$ cat config.mk
export PLATFORM = sky130hd
export DESIGN_NAME = wash_phase_ctrl_flat
export DESIGN_NICKNAME = d
export VERILOG_FILES = /design/src/rtl/wash_pkg.sv /design/src/rtl/wash_phase_ctrl_if.sv /design/src/rtl/wash_phase_ctrl_edge_det.sv /design/src/rtl/wash_phase_ctrl.sv /design/src/flat_wrapper.sv
export SDC_FILE = /design/constraint.sdc
export NUM_CORES = 1
export LEC_CHECK = 0
export ABC_CLOCK_PERIOD_IN_PS = 2180
export CAP_MARGIN = 20
export CORE_ASPECT_RATIO = 0.7
export CORE_UTILIZATION = 40
export CTS_BUF_LIST = sky130_fd_sc_hd__clkbuf_8
export DETAILED_ROUTE_END_ITERATION = 10
export GPL_TIMING_DRIVEN = 0
export REMOVE_ABC_BUFFERS = 1
export SLEW_MARGIN = 20
export SYNTH_ARGS = -nofsm -noshare
export SYNTH_HDL_FRONTEND = slang
export SYNTH_SLANG_ARGS = --single-unit
$ cat constraint.sdc
create_clock -name CLK100MHZ -period 2.18 [get_ports CLK100MHZ]
set_input_delay 0.436 -clock CLK100MHZ [delete_from_list [all_inputs] [get_ports CLK100MHZ]]
set_output_delay 0.436 -clock CLK100MHZ [all_outputs]
set_load 0.05 [all_outputs]
$ cat src/rtl/wash_pkg.sv
// Shared definitions for the wash cycle: state codes, motor speeds and
// default phase durations used by the sequencer, countdown and display.
package wash_pkg;

    typedef enum logic [3:0] {
        ST_IDLE   = 4'd0,
        ST_FILL   = 4'd1,
        ST_WASH   = 4'd2,
        ST_DRAIN1 = 4'd3,
        ST_RINSE  = 4'd4,
        ST_DRAIN2 = 4'd5,
        ST_SPIN   = 4'd6,
        ST_DRY    = 4'd7,
        ST_DONE   = 4'd8,
        ST_PAUSE  = 4'd9
    } state_t;

    typedef enum logic [1:0] {
        MOTOR_OFF  = 2'b00,
        MOTOR_SLOW = 2'b01,
        MOTOR_MED  = 2'b10,
        MOTOR_FAST = 2'b11
    } motor_t;

    localparam logic [3:0] T_FILL_DEF  = 4'd3;
    localparam logic [3:0] T_WASH_DEF  = 4'd9;
    localparam logic [3:0] T_DRAIN_DEF = 4'd2;
    localparam logic [3:0] T_RINSE_DEF = 4'd5;
    localparam logic [3:0] T_SPIN_DEF  = 4'd4;
    localparam logic [3:0] T_DRY_DEF   = 4'd9;

    // True for states that run against the countdown.
    function automatic logic is_timed(input state_t s);
        return s inside {ST_FILL, ST_WASH, ST_DRAIN1, ST_RINSE, ST_DRAIN2, ST_SPIN, ST_DRY};
    endfunction

endpackage

$ cat src/rtl/wash_phase_ctrl_if.sv
// Signal bundle between the wash sequencer and its surroundings
// (countdown stage, buttons, actuators and LEDs).
interface wash_phase_ctrl_if;

    logic       cin;
    logic [3:0] count_in;
    logic       start;
    logic       door_open;
    logic       dry_en;
    logic       cnt_load;
    logic [3:0] cnt_load_val;
    logic [3:0] phase;
    logic       valve;
    logic [1:0] motor;
    logic       pump;
    logic       heater;
    logic       done;

    modport master (
        output cin, count_in, start, door_open, dry_en,
        input  cnt_load, cnt_load_val, phase, valve, motor, pump, heater, done
    );

    modport slave (
        input  cin, count_in, start, door_open, dry_en,
        output cnt_load, cnt_load_val, phase, valve, motor, pump, heater, done
    );

endinterface

$ cat src/rtl/wash_phase_ctrl_edge_det.sv
// Single-bit rising-edge detector; the previous-value register clears on reset.
module edge_det (
    input  logic clk,
    input  logic rst_n,
    input  logic d,
    output logic rise
);

    logic old;

    // Remember last cycle's level.
    always_ff @(posedge clk) begin
        if (!rst_n) old <= 1'b0;
        else        old <= d;
    end

    assign rise = d & ~old;

endmodule

$ cat src/rtl/wash_phase_ctrl.sv
// Wash/dry cycle sequencer: steps through the timed phases, reloads the
// countdown on every phase entry, handles door pause/resume and done.
module wash_phase_ctrl
    import wash_pkg::*;
#(
    parameter logic [3:0] T_FILL  = T_FILL_DEF,
    parameter logic [3:0] T_WASH  = T_WASH_DEF,
    parameter logic [3:0] T_DRAIN = T_DRAIN_DEF,
    parameter logic [3:0] T_RINSE = T_RINSE_DEF,
    parameter logic [3:0] T_SPIN  = T_SPIN_DEF,
    parameter logic [3:0] T_DRY   = T_DRY_DEF
) (
    input logic              CLK100MHZ,
    input logic              CPU_RESETN,
    wash_phase_ctrl_if.slave bus
);

    state_t     state, state_nx;
    state_t     saved, saved_nx;
    logic       dry_sel, dry_sel_nx;
    logic       armed;
    logic       tick_rise, start_rise, expire;
    logic       entry;
    logic [3:0] entry_val;
    logic       load_q;
    logic [3:0] load_val_q;
    logic       valve_q, pump_q, heater_q, done_q;
    motor_t     motor_q;

    edge_det u_tick_edge (
        .clk   (CLK100MHZ),
        .rst_n (CPU_RESETN),
        .d     (bus.cin),
        .rise  (tick_rise)
    );

    edge_det u_start_edge (
        .clk   (CLK100MHZ),
        .rst_n (CPU_RESETN),
        .d     (bus.start),
        .rise  (start_rise)
    );

    assign expire = armed & tick_rise & (bus.count_in == 4'd0);

    // Next-state, saved-state and dry-selection decisions.
    always_comb begin
        state_nx   = state;
        saved_nx   = saved;
        dry_sel_nx = dry_sel;
        case (state)
            ST_IDLE: begin
                if (start_rise && !bus.door_open) begin
                    dry_sel_nx = bus.dry_en;
                    state_nx   = ST_FILL;
                end
            end
            ST_FILL, ST_WASH, ST_DRAIN1, ST_RINSE, ST_DRAIN2, ST_SPIN, ST_DRY: begin
                // An open door outranks an expiry arriving on the same tick.
                if (bus.door_open) begin
                    saved_nx = state;
                    state_nx = ST_PAUSE;
                end else if (expire) begin
                    case (state)
                        ST_FILL:   state_nx = ST_WASH;
                        ST_WASH:   state_nx = ST_DRAIN1;
                        ST_DRAIN1: state_nx = ST_RINSE;
                        ST_RINSE:  state_nx = ST_DRAIN2;
                        ST_DRAIN2: state_nx = ST_SPIN;
                        ST_SPIN:   state_nx = dry_sel ? ST_DRY : ST_DONE;
                        default:   state_nx = ST_DONE;
                    endcase
                end
            end
            ST_PAUSE: begin
                if (start_rise && !bus.door_open) state_nx = saved;
            end
            ST_DONE: begin
                if (start_rise) state_nx = ST_IDLE;
            end
            default: state_nx = ST_IDLE;
        endcase
    end

    // Any move into a timed state (including resume from pause) is an entry.
    always_comb begin
        entry     = is_timed(state_nx) && (state_nx != state);
        entry_val = '0;
        case (state_nx)
            ST_FILL:              entry_val = T_FILL;
            ST_WASH:              entry_val = T_WASH;
            ST_DRAIN1, ST_DRAIN2: entry_val = T_DRAIN;
            ST_RINSE:             entry_val = T_RINSE;
            ST_SPIN:              entry_val = T_SPIN;
            ST_DRY:               entry_val = T_DRY;
            default:              entry_val = '0;
        endcase
    end

    // State register, countdown reload pulse and arming of expiry.
    always_ff @(posedge CLK100MHZ) begin
        if (!CPU_RESETN) begin
            state      <= ST_IDLE;
            saved      <= ST_IDLE;
            dry_sel    <= 1'b0;
            armed      <= 1'b0;
            load_q     <= 1'b0;
            load_val_q <= '0;
        end else begin
            state      <= state_nx;
            saved      <= saved_nx;
            dry_sel    <= dry_sel_nx;
            load_q     <= entry;
            load_val_q <= entry ? entry_val : 4'd0;
            // Arm only once the reload pulse has gone, so a stale zero
            // from the previous phase cannot expire the new one.
            armed      <= entry ? 1'b0 : (armed | ~load_q);
        end
    end

    // Actuator and done decode, one cycle behind the state register.
    always_ff @(posedge CLK100MHZ) begin
        if (!CPU_RESETN) begin
            valve_q  <= 1'b0;
            motor_q  <= MOTOR_OFF;
            pump_q   <= 1'b0;
            heater_q <= 1'b0;
            done_q   <= 1'b0;
        end else begin
            valve_q  <= (state == ST_FILL) || (state == ST_RINSE);
            pump_q   <= (state == ST_DRAIN1) || (state == ST_DRAIN2) || (state == ST_SPIN);
            heater_q <= (state == ST_DRY);
            done_q   <= (state == ST_DONE);
            case (state)
                ST_WASH:           motor_q <= MOTOR_MED;
                ST_RINSE, ST_DRY:  motor_q <= MOTOR_SLOW;
                ST_SPIN:           motor_q <= MOTOR_FAST;
                default:           motor_q <= MOTOR_OFF;
            endcase
        end
    end

    assign bus.phase        = state;
    assign bus.cnt_load     = load_q;
    assign bus.cnt_load_val = load_val_q;
    assign bus.valve        = valve_q;
    assign bus.motor        = motor_q;
    assign bus.pump         = pump_q;
    assign bus.heater       = heater_q;
    assign bus.done         = done_q;

endmodule

$ cat src/flat_wrapper.sv
// flat-port wrapper written by rule: the top's interface ports become plain ports
module wash_phase_ctrl_flat import wash_pkg::*;
#(
    parameter logic [3:0] T_FILL  = T_FILL_DEF,
    parameter logic [3:0] T_WASH  = T_WASH_DEF,
    parameter logic [3:0] T_DRAIN = T_DRAIN_DEF,
    parameter logic [3:0] T_RINSE = T_RINSE_DEF,
    parameter logic [3:0] T_SPIN  = T_SPIN_DEF,
    parameter logic [3:0] T_DRY   = T_DRY_DEF
)
  (CLK100MHZ, CPU_RESETN, bus_cin, bus_count_in, bus_start, bus_door_open, bus_dry_en, bus_cnt_load, bus_cnt_load_val, bus_phase, bus_valve, bus_motor, bus_pump, bus_heater, bus_done);
  wash_phase_ctrl_if bus_i ();
  input logic CLK100MHZ;
  input logic CPU_RESETN;
  input wire logic [$bits(bus_i.cin)-1:0] bus_cin;
  input wire logic [$bits(bus_i.count_in)-1:0] bus_count_in;
  input wire logic [$bits(bus_i.start)-1:0] bus_start;
  input wire logic [$bits(bus_i.door_open)-1:0] bus_door_open;
  input wire logic [$bits(bus_i.dry_en)-1:0] bus_dry_en;
  output wire logic [$bits(bus_i.cnt_load)-1:0] bus_cnt_load;
  output wire logic [$bits(bus_i.cnt_load_val)-1:0] bus_cnt_load_val;
  output wire logic [$bits(bus_i.phase)-1:0] bus_phase;
  output wire logic [$bits(bus_i.valve)-1:0] bus_valve;
  output wire logic [$bits(bus_i.motor)-1:0] bus_motor;
  output wire logic [$bits(bus_i.pump)-1:0] bus_pump;
  output wire logic [$bits(bus_i.heater)-1:0] bus_heater;
  output wire logic [$bits(bus_i.done)-1:0] bus_done;
  assign bus_i.cin = bus_cin;
  assign bus_i.count_in = bus_count_in;
  assign bus_i.start = bus_start;
  assign bus_i.door_open = bus_door_open;
  assign bus_i.dry_en = bus_dry_en;
  assign bus_cnt_load = bus_i.cnt_load;
  assign bus_cnt_load_val = bus_i.cnt_load_val;
  assign bus_phase = bus_i.phase;
  assign bus_valve = bus_i.valve;
  assign bus_motor = bus_i.motor;
  assign bus_pump = bus_i.pump;
  assign bus_heater = bus_i.heater;
  assign bus_done = bus_i.done;
  wash_phase_ctrl #(.T_FILL(T_FILL), .T_WASH(T_WASH), .T_DRAIN(T_DRAIN), .T_RINSE(T_RINSE), .T_SPIN(T_SPIN), .T_DRY(T_DRY)) u_core (.CLK100MHZ(CLK100MHZ), .CPU_RESETN(CPU_RESETN), .bus(bus_i));
endmodule
# Word level (Yosys, flattened, before mapping)
# Index checks and enable logic that the tools add are counted.
# op_classes
bitwise_logic	9
n_reduce_logical	17
eq_ne	17
muxes	10
# ops
operator	n
$eq A4 B3 Y1 const B	8
$mux W4	6
$pmux W4 S6	1
$pmux W4 S5	1
$eq A4 B2 Y1 const B	4
$pmux W4 S4	1
$eq A4 B1 Y1 const B	2
$eq A4 B4 Y1 const B	2
$logic_not A4 Y1	2
$reduce_or A2 Y1	4
$reduce_bool A7 Y1	1
$reduce_or A7 Y1	1
$pmux W2 S3	1
$reduce_and A2 Y1	3
$and A1 B1 Y1	4
$ne A4 B4 Y1	1
$not A1 Y1	4
$logic_or A1 B1 Y1	3
$logic_and A1 B1 Y1	2
$logic_not A1 Y1	1
$or A1 B1 Y1	1
# word_totals
reg_bits	23
in_bits	10
output_inout_bits	15
wordCells	66

# Longest topological paths before layout
# Gate-level depths: netlist of run 1.
# logic_depth
word_depth	11
ltp_mapped	9
depth_no_buf	7

# Hierarchy
# A second synthesis of run 1 with hierarchy kept.
# unflattened
cells_unflattened	122
hier_area_um2	1179.9
# by_module_without_submodules
module	area_per_inst_um2	cells_per_inst	n_inst
wash_phase_ctrl	1099.8	116	1
edge_det	40.0	3	2

# Worst setup path after synthesis of run 1
# OpenSTA, ideal clock, no wires.
# synth_path
path_type	reg-to-reg
from	register u_core.state[1], in the netlist u_core.bus.phase[1]
to	register u_core.armed
n_path_buf	2
path_slack_ns	0.090
path_stages_with_launch	9
arrival_time_ns	2.030
required_ns	2.120
period_less_slack_ns	2.090
path_cell_list	dfxtp_1 -> buf_6 -> buf_2 -> a21oi_1 -> o211ai_2 -> nand3_1 -> or3b_1 -> nand2_1 -> o221a_1
# synth_via
elab_chain_len	9
word_cells_on_any_way	29
classes_between	17 x eq/ne; 7 x mux; 5 x reduce/logical
# synth_rtl
item	line_no	text
from (decl)	wash_phase_ctrl.sv:18	state_t state, state_nx;
from (signal assigned)	wash_phase_ctrl.sv:110	state <= state_nx;
$eq A4 B3 Y1 (tied with other cells)	wash_phase_ctrl.sv:51, wash_phase_ctrl.sv:64	
$pmux W4 S6	wash_phase_ctrl.sv:64	case (state)
$mux W4	wash_phase_ctrl.sv:63	end else if (expire) begin
$mux W4	wash_phase_ctrl.sv:60	if (bus.door_open) begin
$pmux W4 S4	wash_phase_ctrl.sv:51	case (state)
$eq A4 B1 Y1 (tied with other cells)	wash_pkg.sv:34	return s inside {ST_FILL, ST_WASH, ST_DRAIN1, ST_RINSE, ST_DRAIN2, ST_SPIN, ST_DRY};
$reduce_bool A7 Y1	wash_pkg.sv:34	
$logic_and A1 B1 Y1 (*)	wash_phase_ctrl.sv:87	entry = is_timed(state_nx) && (state_nx != state);
$reduce_or A2 Y1 (no source line) (*)	--	
to (signal assigned)	wash_phase_ctrl.sv:117	armed <= entry ? 1'b0 : (armed | ~load_q);
to (decl)	wash_phase_ctrl.sv:21	logic armed;
# Mark *: on every way between the ends. The rest lies on a longest branch, timed or not.
# A chain may end at the register's enable or synchronous reset.

# Worst setup path after layout of run 1
# layout_path
from	input port bus_count_in[2]
to	register u_core.armed
# layout_via
elab_chain_len	9
word_cells_on_any_way	16
classes_between	8 x eq/ne; 3 x mux; 1 x bitwise; 4 x reduce/logical
# layout_rtl
item	line_no	text
from (decl)	flat_wrapper.sv:16	input wire logic [$bits(bus_i.count_in)-1:0] bus_count_in;
$logic_not A4 Y1 (*)	wash_phase_ctrl.sv:44	assign expire = armed & tick_rise & (bus.count_in == 4'd0);
$and A1 B1 Y1 (*)	wash_phase_ctrl.sv:44	
$mux W4 (*)	wash_phase_ctrl.sv:63	
$mux W4 (*)	wash_phase_ctrl.sv:60	
$pmux W4 S4 (*)	wash_phase_ctrl.sv:51	
$eq A4 B1 Y1 (tied with other cells)	wash_pkg.sv:34	
$reduce_bool A7 Y1	wash_pkg.sv:34	
$logic_and A1 B1 Y1 (*)	wash_phase_ctrl.sv:87	
$reduce_or A2 Y1 (no source line) (*)	--	
# Marks and branches as above.

==> flow_summary.toml, run 1 <==
[logic_synthesis]
yosysUniqueCellTypes = 46
netlist_area_um2 = 1280
synth.avg_cell_area_um2 = 9.18
yosysWarnings = 0
ys_seq_elements = 23
synth_cells = 139
synth_seq_area_share = 0.361

[die]
start_util = 0.440
core_area_um2 = 2900
die_area_um2 = 3420
fp.dieW_um = 69.5
fp.dieH_um = 49.3
io_pins = 25
num_rows = 16

[sta]
timing.hold.ws_ns = 0.440
maxSlewHeadroom = 0.664
setup_ws_ns = 0.0691
hold_viol = 0
worst_clock_skew_ns = 0.00459
fin_crit_sh = 0.968
worst_slew_pin_slew_ns = 0.503
finalSetupViolCount = 0
slew_viol_final = 0
fin_crit_ns = 2.11
fmax_mhz = 474

[clock_network]
root_buffer = "clkbuf_8"
cts_tree = "built"
clk_pin_slew_ns = 0.08
clk_latency_ns = 0.26
postCtsHoldBufs = 0
clkSinkCount = 23
cts_buffer_depth = 2
cts_buffers = 3
cts.htree.levels = 1

[pwr]
seq_power_share = 0.495
switching_share = 0.293
switchingPower_w = 0.000272
p_int_w = 0.000655
ir_drop_uv = 354
power_density_nw_per_um2 = 562
pwr-share-clk = 0.283
comb_power_share = 0.222
leakagePower_nw = 0.621

[final_layout]
area_growth_pct = 29.2
fin_nets = 175
diodes = 0
final_area_um2 = 1650
drive_gt1_frac = 0.220
finalNonFillerCells = 200
nFillCells = 259

[critical_path]
critPathCaptureType = "register"
critPathMaxFanout = 3
critPathBufInv = 1
crit_path_top_delay_cell = "or3b_4"
cp_data_arrival_time_ns = 2.32
startpoint_type = "input pin"
cp_cell_sequence = "dlygate4sd2_1 > nor4_4 > and4b_4 > mux2i_2 > o21a_4 > or3b_4 > nand2_2 > o221a_1"
path_class = "in -> reg"
critical_path_required_ns = 2.39
cp_top_family = "simple AND/OR/NAND/NOR gates"
slowest_delay_ns = 0.41

[hold_path]
holdCritPathClass = "reg -> reg"

[routing]
drt_iter0_drc = 40
wl_per_cell_um = 14.2
route.final.wire_length_mm = 2.83
via_count = 1055
avgViaCountPerCell = 5.28
postRouteAntennaNets = 0
drtPass1Iterations = 4
drc = 0

[placement]
placed_cell_area_um2 = 1500
place_congestion = 0.917
place_inst = 192
place_hpwl_mm = 1.96
pre_cts_ws_ns = -0.688
port_buffers = 24

[global_route]
grt_start_max_net_pins = 20
grt_pass1_vias = 980
grt_overflow = 0
antenna_found_initial = 0
grt_pass1_wl_mm = 4.74
grtUsageTotal = 0.173

[run]
cap_violations = 0

[status]
status = "complete, no violations"
==> what timing repair did <==
| item | 4_1_cts | 5_1_grt |
|---|---|---|
| pin swaps | 2 | 6 |
| buffers inserted | 3 | 1 |
| resized for setup | 10 | 17 |
| endpoints found under the setup margin | 10 | 9 |
==> registers in the layout, indices dropped and copies added (netlist names) <==
name and cells:
u_core.bus.cnt_load 1, u_core.bus.done 1, u_core.bus.pump 1, u_core.u_tick_edge.old 1
u_core.u_start_edge.old 1, u_core.bus.motor 2, u_core.bus.valve 1, u_core.saved 4
u_core.armed 1, u_core.dry_sel 1, u_core.bus.heater 1, u_core.bus.cnt_load_val 4
u_core.bus.phase 4
==> placed cells by master, fill, tap and decap left out, types with 2 or more instances in the layout <==
master,instances
a31oi_1,2
nor3_2,2
a21o_1,2
dfxtp_2,2
dlymetal6s2s_1,2
a21oi_1,6
o22ai_1,2
dlygate4sd2_1,6
and3_1,2
nand2b_1,7
a22o_1,2
nor4b_4,2
mux2i_1,3
a211oi_1,2
clkdlybuf4s50_1,16
nand2_1,9
nor2_1,11
nor3_1,3
nand2_2,2
inv_1,8
buf_4,4
clkbuf_8,3
and2_1,4
nor2b_1,4
o21ai_0,4
nand3_1,4
dfxtp_1,19
xnor2_1,3
dfxtp_4,2
==> area by class of cell <==
type,instances,area [um2],share of cell area
clock buffer,3,41.3,0.0250
clock inverter,1,3.75,0.00228
inverter,7,26.3,0.0159
multi-input combinational,102,795,0.482
sequential,23,470,0.285
tap,36,45.0,0.0273
timing repair buffer,28,268,0.162
==> worst register-to-register path: cells and delay by family, from the launching register on <==
kind | cells | cell delay [ns]
compound gates | 3 | 0.59
simple gates | 3 | 0.66
flops | 1 | 0.48
buf+inv | 1 | 0.13
==> through the flow <==
stage	TNS, ns	util	total power, W
2_1_floorplan	-0.498	-	0.000586
3_3_place_gp	-4.88	0.517	0.000647
3_5_place_dp	-5.25	0.517	0.000648
4_1_cts	0	0.541	0.000922
5_1_grt	-0.00520	0.568	0.000979
6_report	0	0.568	0.000927
==> cell usage after synthesis (all sizes together) <==
library cell   n  area, um2
dfxtp         23        460
nor2          12       47.6
nand2         11       43.8
a21oi          7       38.8
buf            7       60.1
inv            7       26.3
nand2b         7       43.8
nand3          6       40.0
nor3           6       35.0
o21ai          5       28.8
and2           4       25.0
mux2i          4       40.0
nor2b          4       25.0
a211oi         3       27.5
xnor2          3       26.3
a21boi         2       15.0
a21o           2       15.0
a22o           2       17.5
a31oi          2       12.5
and3           2       12.5
nor3b          2       26.3
nor4           2       27.5
nor4b          2       47.6
o22ai          2       12.5
a22oi          1       7.51
and3b          1       8.76
and4b          1       13.8
nand4b         1       8.76
o211ai         1       12.5
o21a           1       15.0
o21ba          1       10.0
o221a          1       11.3
o2bb2ai        1       8.76
o31ai          1       7.51
or3b           1       8.76
xor2           1       8.76
==> power groups by stage <==
stage / Clock [W] / Sequential (W) / Combinational [W]
after floorplan: 0 / 0.000490 / 0.0000953
after global placement: 0 / 0.000467 / 0.000179
after detailed placement: 0 / 0.000468 / 0.000180
after CTS: 0.000271 / 0.000459 / 0.000192
after global routing: 0.000296 / 0.000462 / 0.000221
final: 0.000262 / 0.000459 / 0.000206
==> cell families (layout without fill, tap and decap cells) <==
kind of cell / Yosys count / in the layout / synth area share
flip-flops: 23 / 23 / 0.361
AO/OA/AOI/OAI: 32 / 32 / 0.188
AND/OR/NAND/NOR: 62 / 62 / 0.325
buffers and inverters: 14 / 39 / 0.0676
multiplexers: 4 / 4 / 0.0314
XOR/XNOR: 4 / 4 / 0.0275
==> path summary, 6_finish.rpt <==
path | slack [ns] | end | startpoint | cells after the start
max reg2reg | 0.22 | u_core.armed | u_core.bus.phase[0] | 7
min | 0.44 | u_core.saved[3] | u_core.saved[3] | 2
max | 0.07 | u_core.armed | bus_count_in[2] | 8
min reg2reg | 0.44 | u_core.saved[3] | u_core.saved[3] | 2
==> metal layers <==
layer	vias up	routed length, um	share of wire	GRT usage
met5	-	0	0	0
met4	0	4	0.0014	0.0204
met3	2	181	0.064	0.0517
met2	29	1250	0.44	0.262
met1	482	1400	0.49	0.249
li1	542	-	-	-
Note: power is estimated with default switching activity, not from simulation.
==> run 2: changes to the inputs <==
- ABC_CLOCK_PERIOD_IN_PS: 2180 -> 1700
- PLACE_DENSITY: not set -> 0.67
- clock period: 2.18 -> 1.7 ns (I/O delays scaled with it)
==> flow_summary.toml, run 2 (synthesized netlist as in run 1, its figures left out) <==
[pwr]
leakagePower_nw = 0.763
ir_drop_uv = 559
power_density_nw_per_um2 = 674

[hold_path]
holdCritPathClass = "reg -> reg"
hold_depth = 2
whs_endpoint = "u_core.saved[3]"
min_from = "u_core.saved[3]"

[die]
fp.dieW_um = 69.5
die_area_um2 = 3420
fp.dieH_um = 49.3
core_area_um2 = 2900
start_util = 0.440
io_pins = 25
num_rows = 16

[routing]
via_count = 1196
wl_per_cell_um = 15.8
dr_wl_met3_um = 261
drt_iter0_drc = 96
drtPass1Iterations = 4
avgViaCountPerCell = 5.46
drc = 0
routed.top_layer = "met4"
postRouteAntennaNets = 0
dr_wl_met2_mm = 1.65
m1WireLength_mm = 1.49
route.final.wire_length_mm = 3.45

[clock_network]
root_buffer = "clkbuf_8"
cts.htree.levels = 1
postCtsHoldBufs = 0
cts_buffer_depth = 2
cts_tree = "built"
clk_latency_ns = 0.27
cts_buffers = 3
clk_pin_slew_ns = 0.08
clkSinkCount = 23

[sta]
maxSlewHeadroom = 0.674
setup_ws_ns = -0.137
finalSetupViolCount = 6
fin_crit_ns = 1.84
worst_clock_skew_ns = 0.00148
rsz0062_at_grt = "yes"
worst_slew_pin_slew_ns = 0.491
fin_crit_sh = 1.08
fmax_mhz = 544
fin_setup_tns_ns = -0.459
hold_viol = 0
slew_viol_final = 0

[status]
status = "finished with violations"
violations = "setup timing"

[global_route]
grt_start_max_net_pins = 14
antenna_found_initial = 0
grtUsageTotal = 0.202
grt_pass1_wl_mm = 5.40
grt_pass1_vias = 1130
grt_overflow = 0

[final_layout]
fin_nets = 194
drive_gt1_frac = 0.383
fin_util = 0.629
final_common_cell = "buf_4"
area_growth_pct = 43.0
nFillCells = 241
diodes = 0
mostFrequentLayoutCells = "buf_4 (20), dfxtp_1 (17), dlygate4sd2_1 (14)"

[placement]
port_buffers = 24
place_congestion = 0.819
place_hpwl_mm = 2.00

[run]
cap_violations = 0

[critical_path]
cp_data_arrival_time_ns = 2.00
startpoint_type = "register"
worst-r2r-cell-count = 7
r2r_end = "u_core.armed"
critPathCaptureType = "register"
critPathMaxFanout = 9
r2r_start = "u_core.bus.phase[0]"
r2r_slack_ns = -0.14
path_class = "reg -> reg"
critical_path_required_ns = 1.86
-- run 2: worst max path at each step --
stage,start,endpoint,slack (ns),cells past startpoint
detailed placement,bus_door_open,u_core.armed,-1.01,8
finish,u_core.bus.phase[0],u_core.armed,-0.14,7
floorplan,u_core.bus.phase[0],u_core.armed,-0.62,7
global route,u_core.bus.phase[0],u_core.armed,-0.18,7
global placement,bus_door_open,u_core.armed,-0.97,8
CTS,bus_count_in[2],u_core.armed,-0.08,8
-- run 2: metrics by stage --
stage	cell area, um2	power, W	worst slack, ns	hold slack (ns)	cells
3_5_place_dp	1500	0.000831	-1.01	0.440	192
4_1_cts	1770	0.00122	-0.0845	0.452	214
6_report	1830	0.00123	-0.137	0.448	219
5_1_grt	1830	0.00129	-0.176	0.474	219
2_1_floorplan	1220	0.000751	-0.622	0.407	132
3_3_place_gp	1500	0.000827	-0.967	0.419	192
-- run 2: cell type report --
| class | instances | area [um2] | share of cell area |
|---|---|---|---|
| Timing Repair Buffer | 47 | 393 | 0.215 |
| Multi-Input combinational cell | 102 | 837 | 0.459 |
| Sequential cell | 23 | 478 | 0.262 |
| Tap cell | 36 | 45.0 | 0.0247 |
| Clock buffer | 3 | 41.3 | 0.0226 |
| Clock inverter | 1 | 5.00 | 0.00274 |
| Inverter | 7 | 26.3 | 0.0144 |
-- run 2: power breakdown --
group / internal (W) / switching (W) / total, W
registers: 0.000553 / 0.0000254 / 0.000579
logic: 0.000145 / 0.000167 / 0.000313
clock network: 0.000164 / 0.000175 / 0.000339
total: 0.000863 / 0.000367 / 0.00123
-- run 2: layer usage --
layer / global-route usage / vias up
met3: 0.0620 / 6
met4: 0.0714 / 0
met1: 0.260 / 553
li1: - / 576
met2: 0.320 / 61
met5: 0 / -
-- run 2: timing repair --
| item | CTS | global route |
|---|---|---|
| setup buffers | 18 | 5 |
| cloned | 0 | 0 |
| pin swaps | 10 | 11 |
| endpoints found under the setup margin | 29 | 8 |
| gates resized for setup | 62 | 14 |
-- run 2: worst max-delay path, cell delays in order (launching register included) --
cell	delay, ns
dfxtp_4	0.43
inv_1	0.14
nor4b_4	0.38
a22o_1	0.25
nor3b_2	0.06
o21ai_2	0.20
nand2_2	0.08
o221a_1	0.20
==> run 3: changes to the inputs <==
- ABC_CLOCK_PERIOD_IN_PS: 1700 -> 1500
- clock period: 1.7 -> 1.5 ns (I/O delays scaled with it)
==> flow_summary.toml, run 3 (synthesized netlist as in run 1, its figures left out) <==
[routing]
postRouteAntennaNets = 0
drc = 0
route.final.wire_length_mm = 3.51
via_count = 1203
drtPass1Iterations = 4
avgViaCountPerCell = 5.54
wl_per_cell_um = 16.2
drt_iter0_drc = 77

[sta]
fmax_mhz = 555
fin_crit_ns = 1.80
setup_ws_ns = -0.301
hold_viol = 0
worst_clock_skew_ns = 0.00258
timing.hold.ws_ns = 0.428
rsz0062_at_grt = "yes"
slew_viol_final = 0
finalSetupViolCount = 7
maxSlewHeadroom = 0.674
worst_slew_pin_slew_ns = 0.491
fin_crit_sh = 1.20

[global_route]
grt_pass1_wl_mm = 5.66
grt_start_max_net_pins = 14
grtUsageTotal = 0.213
antenna_found_initial = 0
grt_pass1_vias = 1159
grt_overflow = 0

[pwr]
switching_share = 0.299
pwr-share-clk = 0.267
switchingPower_w = 0.000426
ir_drop_uv = 667
seq_power_share = 0.459
p_int_w = 0.000996
power_density_nw_per_um2 = 766
comb_power_share = 0.274
leakagePower_nw = 0.764

[critical_path]
startpoint_type = "register"
worst-r2r-cell-count = 7
cp_cell_sequence = "nand2b_1 > a21oi_1 > o211ai_4 > nand3_1 > or3b_4 > nand2_2 > o221a_1"
r2r_start = "u_core.bus.phase[3]"
r2r_end = "u_core.armed"
critPathCaptureType = "register"
slowest_delay_ns = 0.43
crit_path_top_delay_cell = "dfxtp_4"
critical_path_required_ns = 1.71
path_class = "reg -> reg"
cp_data_arrival_time_ns = 2.01
critPathMaxFanout = 7
r2r_slack_ns = -0.30

[final_layout]
mostFrequentLayoutCells = "dfxtp_1 (16), buf_4 (15), dlygate4sd2_1 (13)"
drive_gt1_frac = 0.414
multi_input_area_um2 = 866
area_growth_pct = 45.4
final_common_cell = "dfxtp_1"
fin_nets = 192
diodes = 0
nFillCells = 238
final_area_um2 = 1860
area.sequential_um2 = 482

[clock_network]
clk_latency_ns = 0.26
root_buffer = "clkbuf_8"
cts_buffers = 3
cts.htree.levels = 1
clkSinkCount = 23
cts_tree = "built"
clk_pin_slew_ns = 0.08
cts_buffer_depth = 2

[die]
die_area_um2 = 3420
fp.dieH_um = 49.3
io_pins = 25
start_util = 0.440
num_rows = 16
core_area_um2 = 2900
fp.dieW_um = 69.5

[status]
status = "finished with violations"
violations = "setup timing"

[hold_path]
min_from = "bus_cin"
holdCritPathClass = "in -> reg"
whs_endpoint = "u_core.u_tick_edge.old"
hold_depth = 2

[placement]
pre_cts_ws_ns = -1.17
placed_cell_area_um2 = 1500
place_congestion = 0.819
place_hpwl_mm = 2.00
port_buffers = 24

[run]
cap_violations = 0
## run 3: cell types whose count changed in the layout (fill, tap and decap cells not counted), sizes merged
cell	change
buf	+1
clkdlybuf4s18	+1
dlygate4sd2	-1
clkdlybuf4s15	-1
clkbuf	-2
## run 3: worst max-delay path by stage
| stage | start | end | slack, ns |
|---|---|---|---|
| after floorplan | u_core.bus.phase[0] | u_core.armed | -0.82 |
| after global placement | bus_door_open | u_core.armed | -1.13 |
| after detailed placement | bus_door_open | u_core.armed | -1.17 |
| after CTS | u_core.bus.phase[2] | u_core.armed | -0.27 |
| after global routing | u_core.bus.phase[3] | u_core.armed | -0.34 |
| final | u_core.bus.phase[3] | u_core.armed | -0.30 |
## run 3: power groups by stage
stage	Sequential (W)	Combinational, W	Clock, W
after global routing	0.000655	0.000414	0.000422
final	0.000652	0.000389	0.000380
after global placement	0.000679	0.000258	0
after floorplan	0.000713	0.000139	0
after CTS	0.000649	0.000363	0.000390
after detailed placement	0.000681	0.000261	0
## run 3: repair_timing
| action | CTS | global route |
|---|---|---|
| endpoints found under the setup margin | 30 | 11 |
| setup buffers | 21 | 0 |
| pin swaps | 11 | 8 |
| gates resized for setup | 85 | 16 |
| hold buffers | 0 | 0 |
## run 3: metal layers
layer,wire length [um],up-vias,global-route usage
li1,-,575,-
met1,1570,575,0.277
met2,1660,45,0.343
met3,223,8,0.0599
met4,51,0,0.0612
met5,0,-,0
## run 3: worst max-delay path: cells and delay by family, from the launching register on
kind,cells,cell delay (ns)
and+or+nand+nor,4,0.79
AOI/OAI and AO/OA,3,0.51
DFF,1,0.43
## run 3: cell type report
type,instances,area share
Inverter,7,0.0142
Multi-Input combinational cell,102,0.467
Clock inverter,1,0.00270
Tap cell,36,0.0243
Sequential cell,23,0.260
Timing Repair Buffer,45,0.210
Clock buffer,3,0.0223
## run 3: per-stage QoR
| stage | TNS (ns) | total power, W | utilization | cells |
|---|---|---|---|---|
| finish | -1.65 | 0.00142 | 0.639 | 217 |
| global route | -2.15 | 0.00149 | 0.639 | 217 |
| CTS | -1.36 | 0.00140 | 0.629 | 217 |
| detailed placement | -14.29 | 0.000942 | 0.517 | 192 |
| global placement | -13.48 | 0.000937 | 0.517 | 192 |
| floorplan | -7.54 | 0.000851 | - | 132 |
